**src/rtl/psk_framer.sv**
```systemverilog
// PSK frame builder: wraps upstream payload bytes with a 0x55 preamble, a 16-bit
// sync word and a trailing CRC-8, presented one byte at a time in a single output slot.
module psk_framer #(
    parameter int unsigned PARAMETER01 = 4,
    parameter int unsigned PARAMETER02 = 16,
    parameter logic [15:0] PARAMETER03 = 16'h2DD4
) (
    input  logic       clk,
    input  logic       rst,
    input  logic       enable,
    input  logic [7:0] in_data,
    input  logic       in_empty,
    output logic       in_read,
    output logic [7:0] sample,
    output logic       empty,
    input  logic       read,
    output logic       busy
);
    localparam logic [7:0] PRE_LEN       = 8'(PARAMETER01);
    localparam logic [7:0] PAY_LEN       = 8'(PARAMETER02);
    localparam logic [7:0] PREAMBLE_BYTE = 8'h55;

    typedef enum logic [2:0] {
        S_IDLE,
        S_PREAMBLE,
        S_SYNC_HI,
        S_SYNC_LO,
        S_PAYLOAD,
        S_CRC
    } state_t;

    state_t     state_q, state_d;
    logic [7:0] pre_cnt_q, pre_cnt_d;
    logic [7:0] pay_cnt_q, pay_cnt_d;
    logic [7:0] crc_q, crc_d;
    logic [7:0] sample_q, sample_d;
    logic       slot_valid_q, slot_valid_d;
    logic       busy_q, busy_d;
    logic       avail;
    logic       load;
    logic [7:0] load_byte;

    // CRC-8, poly 0x07, MSB first, one byte per call
    function automatic logic [7:0] crc8_step(input logic [7:0] crc, input logic [7:0] data);
        logic [7:0] c;
        c = crc ^ data;
        for (int unsigned i = 0; i < 8; i++) begin
            c = c[7] ? ({c[6:0], 1'b0} ^ 8'h07) : {c[6:0], 1'b0};
        end
        return c;
    endfunction

    always_ff @(posedge clk) begin
        if (rst) begin
            state_q      <= S_IDLE;
            pre_cnt_q    <= '0;
            pay_cnt_q    <= '0;
            crc_q        <= '0;
            sample_q     <= '0;
            slot_valid_q <= 1'b0;
            busy_q       <= 1'b0;
        end else begin
            state_q      <= state_d;
            pre_cnt_q    <= pre_cnt_d;
            pay_cnt_q    <= pay_cnt_d;
            crc_q        <= crc_d;
            sample_q     <= sample_d;
            slot_valid_q <= slot_valid_d;
            busy_q       <= busy_d;
        end
    end

    always_comb begin
        state_d   = state_q;
        pre_cnt_d = pre_cnt_q;
        pay_cnt_d = pay_cnt_q;
        crc_d     = crc_q;
        busy_d    = busy_q;
        if (load) begin
            case (state_q)
                S_IDLE: begin
                    pre_cnt_d = 8'd1;
                    crc_d     = '0;
                    busy_d    = 1'b1;
                    // A one-byte preamble is already complete after this load
                    state_d   = (PRE_LEN == 8'd1) ? S_SYNC_HI : S_PREAMBLE;
                end
                S_PREAMBLE: begin
                    pre_cnt_d = pre_cnt_q + 8'd1;
                    if (pre_cnt_d == PRE_LEN) state_d = S_SYNC_HI;
                end
                S_SYNC_HI: state_d = S_SYNC_LO;
                S_SYNC_LO: begin
                    pay_cnt_d = '0;
                    state_d   = S_PAYLOAD;
                end
                S_PAYLOAD: begin
                    crc_d     = crc8_step(crc_q, in_data);
                    pay_cnt_d = pay_cnt_q + 8'd1;
                    if (pay_cnt_d == PAY_LEN) state_d = S_CRC;
                end
                S_CRC: begin
                    pre_cnt_d = '0;
                    pay_cnt_d = '0;
                    busy_d    = 1'b0;
                    state_d   = S_IDLE;
                end
                default: state_d = S_IDLE;
            endcase
        end
        slot_valid_d = load | (slot_valid_q & ~read);
        sample_d     = load ? load_byte : sample_q;
    end

    always_comb begin
        avail     = 1'b1;
        load_byte = PREAMBLE_BYTE;
        case (state_q)
            S_IDLE:     avail = !in_empty;
            S_PREAMBLE: avail = 1'b1;
            S_SYNC_HI:  load_byte = PARAMETER03[15:8];
            S_SYNC_LO:  load_byte = PARAMETER03[7:0];
            S_PAYLOAD: begin
                avail     = !in_empty;
                load_byte = in_data;
            end
            S_CRC:      load_byte = crc_q;
            default:    avail = 1'b0;
        endcase
        load    = (!slot_valid_q || read) && enable && avail && !rst;
        in_read = load && (state_q == S_PAYLOAD);
    end

    assign sample = sample_q;
    assign empty  = !slot_valid_q;
    assign busy   = busy_q;

endmodule

```
**config.mk**
```make
export PLATFORM = sky130hd
export DESIGN_NAME = psk_framer
export DESIGN_NICKNAME = d
export VERILOG_FILES = /design/src/rtl/psk_framer.sv
export SDC_FILE = /design/constraint.sdc
export NUM_CORES = 1
export LEC_CHECK = 0
export CORE_MARGIN = 1
export CORE_UTILIZATION = 38
export DETAILED_ROUTE_END_ITERATION = 8
export SLEW_MARGIN = 20
export SYNTH_ARGS = -nofsm -noshare
export SYNTH_HDL_FRONTEND = slang
export SYNTH_SLANG_ARGS = --single-unit
```
**constraint.sdc**
```tcl
create_clock -name clk -period 2.9 [get_ports clk]
set_clock_uncertainty 0.05 [all_clocks]
set_input_delay 0.58 -clock clk [delete_from_list [all_inputs] [get_ports clk]]
set_output_delay 0.58 -clock clk [all_outputs]
set_load 0.005 [all_outputs]
```
==> summary.txt, run 1 <==
Power
  • Sw Share: 23.9%
  • Leak Pwr: 0.919 nW
  • Clock power share: 41.5%
  • Combinational group share of total power: 13.0%
  • Pwr/cell area: 427 mW/mm^2
  • Int Pwr: 0.873 mW
  • Peak supply drop: 0.000272 V
  • P_sw: 0.274 mW
  • Flop pwr share: 45.5%

STA
  • Fmax: 356 MHz
  • Final hold violation count: 0
  • Worst rel slew slack: 69.5%
  • Final Cycle Share: 97.0%
  • RSZ-0062 raised after global routing: false
  • # setup viols final: 0
  • Slew Viols, Final: 0
  • Tmin final: 2810 ps
  • Slew of the pin with the lowest slew margin: 455 ps
  • Total negative slack: 0 ps

Drt
  • ANT nets after route: 0
  • Total routed wirelength: 5210 um
  • Routed length per instance: 14.1 um
  • First drt pass iteration count: 4
  • DR vias: 2,044
  • DRC: 0
  • Routed vias/inst: 5.52
  • Initial DRC count: 121

Setup path
  • Buf/Inv on CP: 2
  • CP dominant cell by count: clkdlybuf4s50_1
  • Worst EP arrival: 2180 ps
  • Delay-heaviest family, CP: buffers and inverters
  • Critical Path RT: 2270 ps
  • Max incr delay on CP: 530 ps
  • WS Path Type: in -> out
  • Slowest cell on the critical path: clkdlybuf4s50_1
  • Startpoint types: primary input
  • Worst path cell trace: clkdlybuf4s50_1 -> nor2b_1 -> nand4_1 -> nor2_1 -> clkdlybuf4s50_1
  • Crit end category: output port
  • Crit Path Max Fanout: 2

Final layout
  • Cell area after layout: 0.00269 mm^2
  • Area delta synth->final: 20.2%
  • N_diodes: 0
  • Area of the multi-input gates: 0.00141 mm^2
  • Register area: 741 um^2
  • Fillers: 559
  • Share of layout cells above drive strength 1: 10.4%
  • Layout Nets: 313
  • Final Instance Count excl. Fillers: 370

Logic synthesis
  • Post-synthesis mux area share: 5.99%
  • Share of flip-flops with an asynchronous set or reset: 0%
  • Post-synth EDFFs: 0
  • Main combinational cell family by area after synthesis: simple AND/OR/NAND/NOR gates
  • Post-Syn Instances: 271
  • Number of synthesized register bits: 37
  • Synthesized area: 0.00223 mm^2
  • Synth Area in Compound Gates: 21.5%
  • Synthesized Nets: 287
  • Post-Synth XOR/XNOR Area: 9.02%
  • Syn Area/Cell: 8.24 um^2
  • Synth Area in Simple Gates: 25.0%
  • Seq/Total Area, Yosys: 33.2%
  • Top_reg_cell synth: dfxtp_1
  • Netlist cell types: 53
  • Synth top area share: 33.2%
  • Area leader, netlist: dfxtp_1
  • Dominant cells by area after synthesis: dfxtp_1, xnor2_1, nor2_1
  • Synth Area in Adders: 1.68%
  • Synthesis Warnings: 0

Die
  • Num ports: 24
  • Die area: 0.00619 mm^2
  • Core area: 0.00557 mm^2
  • Die Y: 78.7 um
  • Core Rows: 27
  • Initial cell density of the core: 40.1%
  • Die Wd: 78.7 um

Place
  • Placed Cells: 362
  • Port Buffers: 23
  • Routability cong.: 0.777
  • Area after DPL: 0.00256 mm^2
  • HPWL Detailed: 3680 um

CTS
  • PostCTS Resize Cnt: 0
  • CTS Sinks: 37
  • Largest buffer count on any clock path: 2
  • CTS tree: yes
  • CTS root buffer: clkbuf_8
  • Post CTS Setup Buffer Count: 0
  • CTS HTree Levels: 2
  • Hold Buf Count CTS: 0
  • Worst-Skew Late Latency: 300 ps
  • CTS Buf Count: 5
  • Clock Pin Slew Worst Setup and Hold Paths: 80 ps

Run status
  • Run status: completed

GRT
  • Initial antenna violation count: 0
  • Tot GR Track Use: 18.4%
  • Vias in the first global route: 1,886
  • Largest net degree at the start of global routing: 38
  • First-pass GRT wire length: 8930 um
  • Gr ovfl total: 0

Job
  • # Max-Cap Violations: 0

Min path
  • HP Class: reg -> reg
==> sequential cells by signal, summed over array words and instances (netlist names) <==
name	cells
crc_q	8
pay_cnt_q	8
pre_cnt_q	8
sample	8
state_q	3
busy	1
slot_valid_q	1
==> power by group through the flow <==
stage               combinational [mW]  sequential (mW)  clock [mW]
floorplan                       0.0940            0.533           0
global placement                 0.148            0.534           0
detailed placement               0.148            0.534           0
CTS                              0.149            0.522       0.487
global route                     0.163            0.524       0.507
finish                           0.149            0.522       0.476
==> worst register-to-register path, stage by stage (launching register included) <==
cell and delay, ps:
dfxtp_1 460, ha_1 290, nand3_1 190, o211ai_2 280, nand3b_4 140, o41a_1 450
a311oi_2 220
==> layout make-up <==
class                      instances  share of cell area (%)
sequential                        37                    27.6
clock buffer                       6                    3.08
inverter                           5                   0.699
timing repair buffer              33                    11.4
multi-input combinational        215                    52.5
tap                               72                    3.36
clock inverter                     2                    1.40
==> through the flow <==
step	hold slack, ps	util, %	setup slack (ps)	total power, mW
after global placement	424	46.0	120	0.682
after global routing	474	48.2	55.2	1.19
after CTS	437	48.2	85.9	1.16
final	434	48.2	87.8	1.15
after floorplan	401	-	828	0.627
after detailed placement	423	46.0	111	0.682
==> synth_stat cells (4+ instances only) <==
library cell	instances
nor2_1	29
mux2i_1	10
nand3b_1	12
xor2_1	7
a21oi_1	18
a31oi_1	5
dfxtp_1	37
o21ai_1	6
xnor2_1	16
nand2_1	15
a22oi_1	4
clkbuf_1	10
inv_1	5
o21ai_0	21
nand3_1	9
nor3_1	5
==> cells in the final DEF, fill, tap and decap left out, types with 7 or more instances in the layout <==
master | netlist | layout
buf_4 | 0 | 10
nand2_1 | 15 | 15
nand3_1 | 9 | 9
nand3b_1 | 12 | 12
dfxtp_1 | 37 | 37
clkdlybuf4s50_1 | 0 | 23
xnor2_1 | 16 | 16
o21ai_0 | 21 | 21
xor2_1 | 7 | 7
nor2_1 | 29 | 29
a21oi_1 | 18 | 18
mux2i_1 | 10 | 10
==> path summary, 6_finish.rpt <==
kind | start | end | slack [ps] | cells after the start
worst max-delay path | enable | in_read | 90 | 5
worst min-delay path | sample[2] | sample[2] | 430 | 2
worst max register to register | pre_cnt_q[0] | state_q[0] | 740 | 6
worst min register to register | sample[2] | sample[2] | 430 | 2
==> cell families after synthesis <==
logic type      Yosys count
simple gates            101
compound gates           75
flops                    37
xor+xnor                 23
buf+inv                  19
mux                      13
fa+ha+maj                 3
==> routing by layer <==
layer	share of wire [%]	GRT usage, %	up-vias
met1	52	25.5	975
met2	44	28.1	27
met3	2.7	3.49	4
li1	-	-	1038
met4	1.2	6.67	0
met5	0	0	-
(Power assumes the default switching activity.)
==> run 2, diff against run 1 <==
clock period = 3.4 ns   (was 2.9 ns; I/O delays follow)
==> run 2 against run 1 <==
  * Sequential share of layout area grew 0.31 points
  * First-iteration DRC count shrank 27%
  * Die area is the same
  * Register-to-register slack gained 140 ps
  * Final area shrank 1.1%
  * Critical path depth is the same
==> summary.txt, run 2 (synthesis results as in run 1) <==
Drt
  • Total routed wirelength: 5140 um (-1.4%)
  • First drt pass iteration count: 4 (unchanged)
  • DRC: 0 (unchanged)
  • ANT nets after route: 0 (unchanged)
  • DR top layer: met4
  • Wire length on met2: 2240 um (-2.1%)
  • Detail Route met3 WL: 157 um (+13%)
  • DR vias: 2,011 (-1.6%)
  • Routed length per instance: 14.0 um (-0.28%)
  • Routed vias/inst: 5.49 (-0.54%)
  • Wl on met1: 2690 um (-1.3%)
  • Initial DRC count: 88 (-27%)

Setup path
  • Startpoint types: primary input
  • Worst EP arrival: 2370 ps (+190 ps)
  • Crit end category: output port
  • Crit path launch: enable
  • WS Path Type: in -> out
  • Critical Path RT: 2670 ps (+400 ps)
  • Reg2reg start: state_q[0]
  • Crit Path Max Fanout: 4 (+2)

STA
  • # setup viols final: 0 (unchanged)
  • Slew Viols, Final: 0 (unchanged)
  • Tmin final: 3100 ps
  • Slew of the pin with the lowest slew margin: 781 ps (+326 ps)
  • Worst rel slew slack: 47.9% (-22 points)
  • Final hold violation count: 0 (unchanged)
  • Total negative slack: 0 ps (unchanged)
  • Final Cycle Share: 91.2%
  • RSZ-0062 raised after global routing: false
  • Fmax: 323 MHz
  • Slack of the critical path: 300 ps (+212 ps)

Job
  • # Max-Cap Violations: 0 (unchanged)

CTS
  • CTS root buffer: clkbuf_8
  • CTS Buf Count: 5 (unchanged)
  • Hold Buf Count CTS: 0 (unchanged)
  • CTS Sinks: 37 (unchanged)
  • Clock Pin Slew Worst Setup and Hold Paths: 70 ps (about the same)
  • PostCTS Resize Cnt: 0 (unchanged)
  • Post CTS Setup Buffer Count: 0 (unchanged)
  • Worst-Skew Late Latency: 300 ps (about the same)
  • CTS tree: yes
  • Largest buffer count on any clock path: 2 (unchanged)
  • CTS HTree Levels: 2 (unchanged)

Die
  • Initial cell density of the core: 40.1% (unchanged)
  • Die Y: 78.7 um (unchanged)
  • Core Rows: 27 (unchanged)
  • Core area: 0.00557 mm^2 (unchanged)
  • Num ports: 24 (unchanged)
  • Die Wd: 78.7 um (unchanged)
  • Die area: 0.00619 mm^2 (unchanged)

GRT
  • Tot GR Track Use: 17.6% (-0.80 points)
  • Largest net degree at the start of global routing: 38 (unchanged)
  • Gr ovfl total: 0 (unchanged)
  • Initial antenna violation count: 0 (unchanged)
  • First-pass GRT wire length: 8540 um (-4.4%)
  • Vias in the first global route: 1,824 (-3.3%)

Place
  • Place WS: 337 ps (+226 ps)
  • Port Buffers: 23 (unchanged)
  • HPWL Detailed: 3580 um (-2.7%)
  • Routability cong.: 0.766 (-1.4%)

Min path
  • HP Class: reg -> reg
  • Min-delay src: sample[2]

Power
  • Peak supply drop: 0.000281 V (+3.3%)
  • Pwr/cell area: 367 mW/mm^2 (-14%)
  • Int Pwr: 0.742 mW (-15%)
  • Flop pwr share: 46.1% (+0.6 points)
  • Leak Pwr: 0.899 nW (-2.2%)
  • Combinational group share of total power: 12.2% (-0.8 points)
  • P_sw: 0.234 mW (-15%)
  • Sw Share: 24.0% (+0.088 points)
  • Clock power share: 41.7% (+0.2 points)

Run status
  • Run status: completed

Final layout
  • Most frequent cells in the layout: dfxtp_1, nor2_1, clkdlybuf4s50_1, o21ai_0, a21oi_1
  • N_diodes: 0 (unchanged)
  • Layout Nets: 309 (-1.3%)
  • Most common cell after layout, fill and taps aside: dfxtp_1
  • Share of layout cells above drive strength 1: 9.18% (-1.2 points)
  • Area delta synth->final: 18.9%
[run 2: cell types whose count changed in the layout (fill, tap and decap cells not counted)]
cell	previous run	this run
buf_4	10	6
[run 2: routing by layer]
layer	global-route usage [%]	up-vias
li1	-	1032
met1	24.3	944
met2	27.0	30
met3	3.49	5
met4	6.11	0
met5	0	-
[run 2: power groups by stage]
| stage | Clock (mW) | Sequential (mW) | Combinational, mW |
|---|---|---|---|
| floorplan | 0 | 0.455 | 0.0802 |
| global placement | 0 | 0.460 | 0.119 |
| CTS | 0.419 | 0.450 | 0.119 |
| global route | 0.436 | 0.451 | 0.129 |
| finish | 0.407 | 0.450 | 0.119 |
| detailed placement | 0 | 0.460 | 0.118 |
[run 2: area by class of cell]
type | count | area (um^2)
multi-input combinational | 215 | 1410
clock buffer | 6 | 82.6
tap | 72 | 90.1
clock inverter | 2 | 37.5
fill | 581 | 2920
sequential | 37 | 741
timing repair buffer | 29 | 275
inverter | 5 | 18.8
[run 2: worst paths after layout]
kind / to / slack (ps) / cells past startpoint
hold reg to reg: sample[2] / 440 / 2
hold / removal: sample[2] / 440 / 2
setup reg to reg: state_q[0] / 880 / 5
setup / recovery: in_read / 300 / 5
[run 2: per-stage QoR]
step	hold slack [ps]	power [mW]	utilization (%)	cell area, um^2	cells
after floorplan	401	0.535	-	2230	271
after global placement	424	0.578	45.5	2530	358
after detailed placement	418	0.578	45.5	2530	358
after CTS	439	0.988	47.6	2660	366
after global routing	479	1.02	47.6	2660	366
final	436	0.975	47.6	2660	366
[run 2: worst max-delay path: stages]
cell and delay [ps]:
clkdlybuf4s50_1 450, nor2b_1 260, nand4_1 240, nor2_1 210, clkdlybuf4s50_1 530
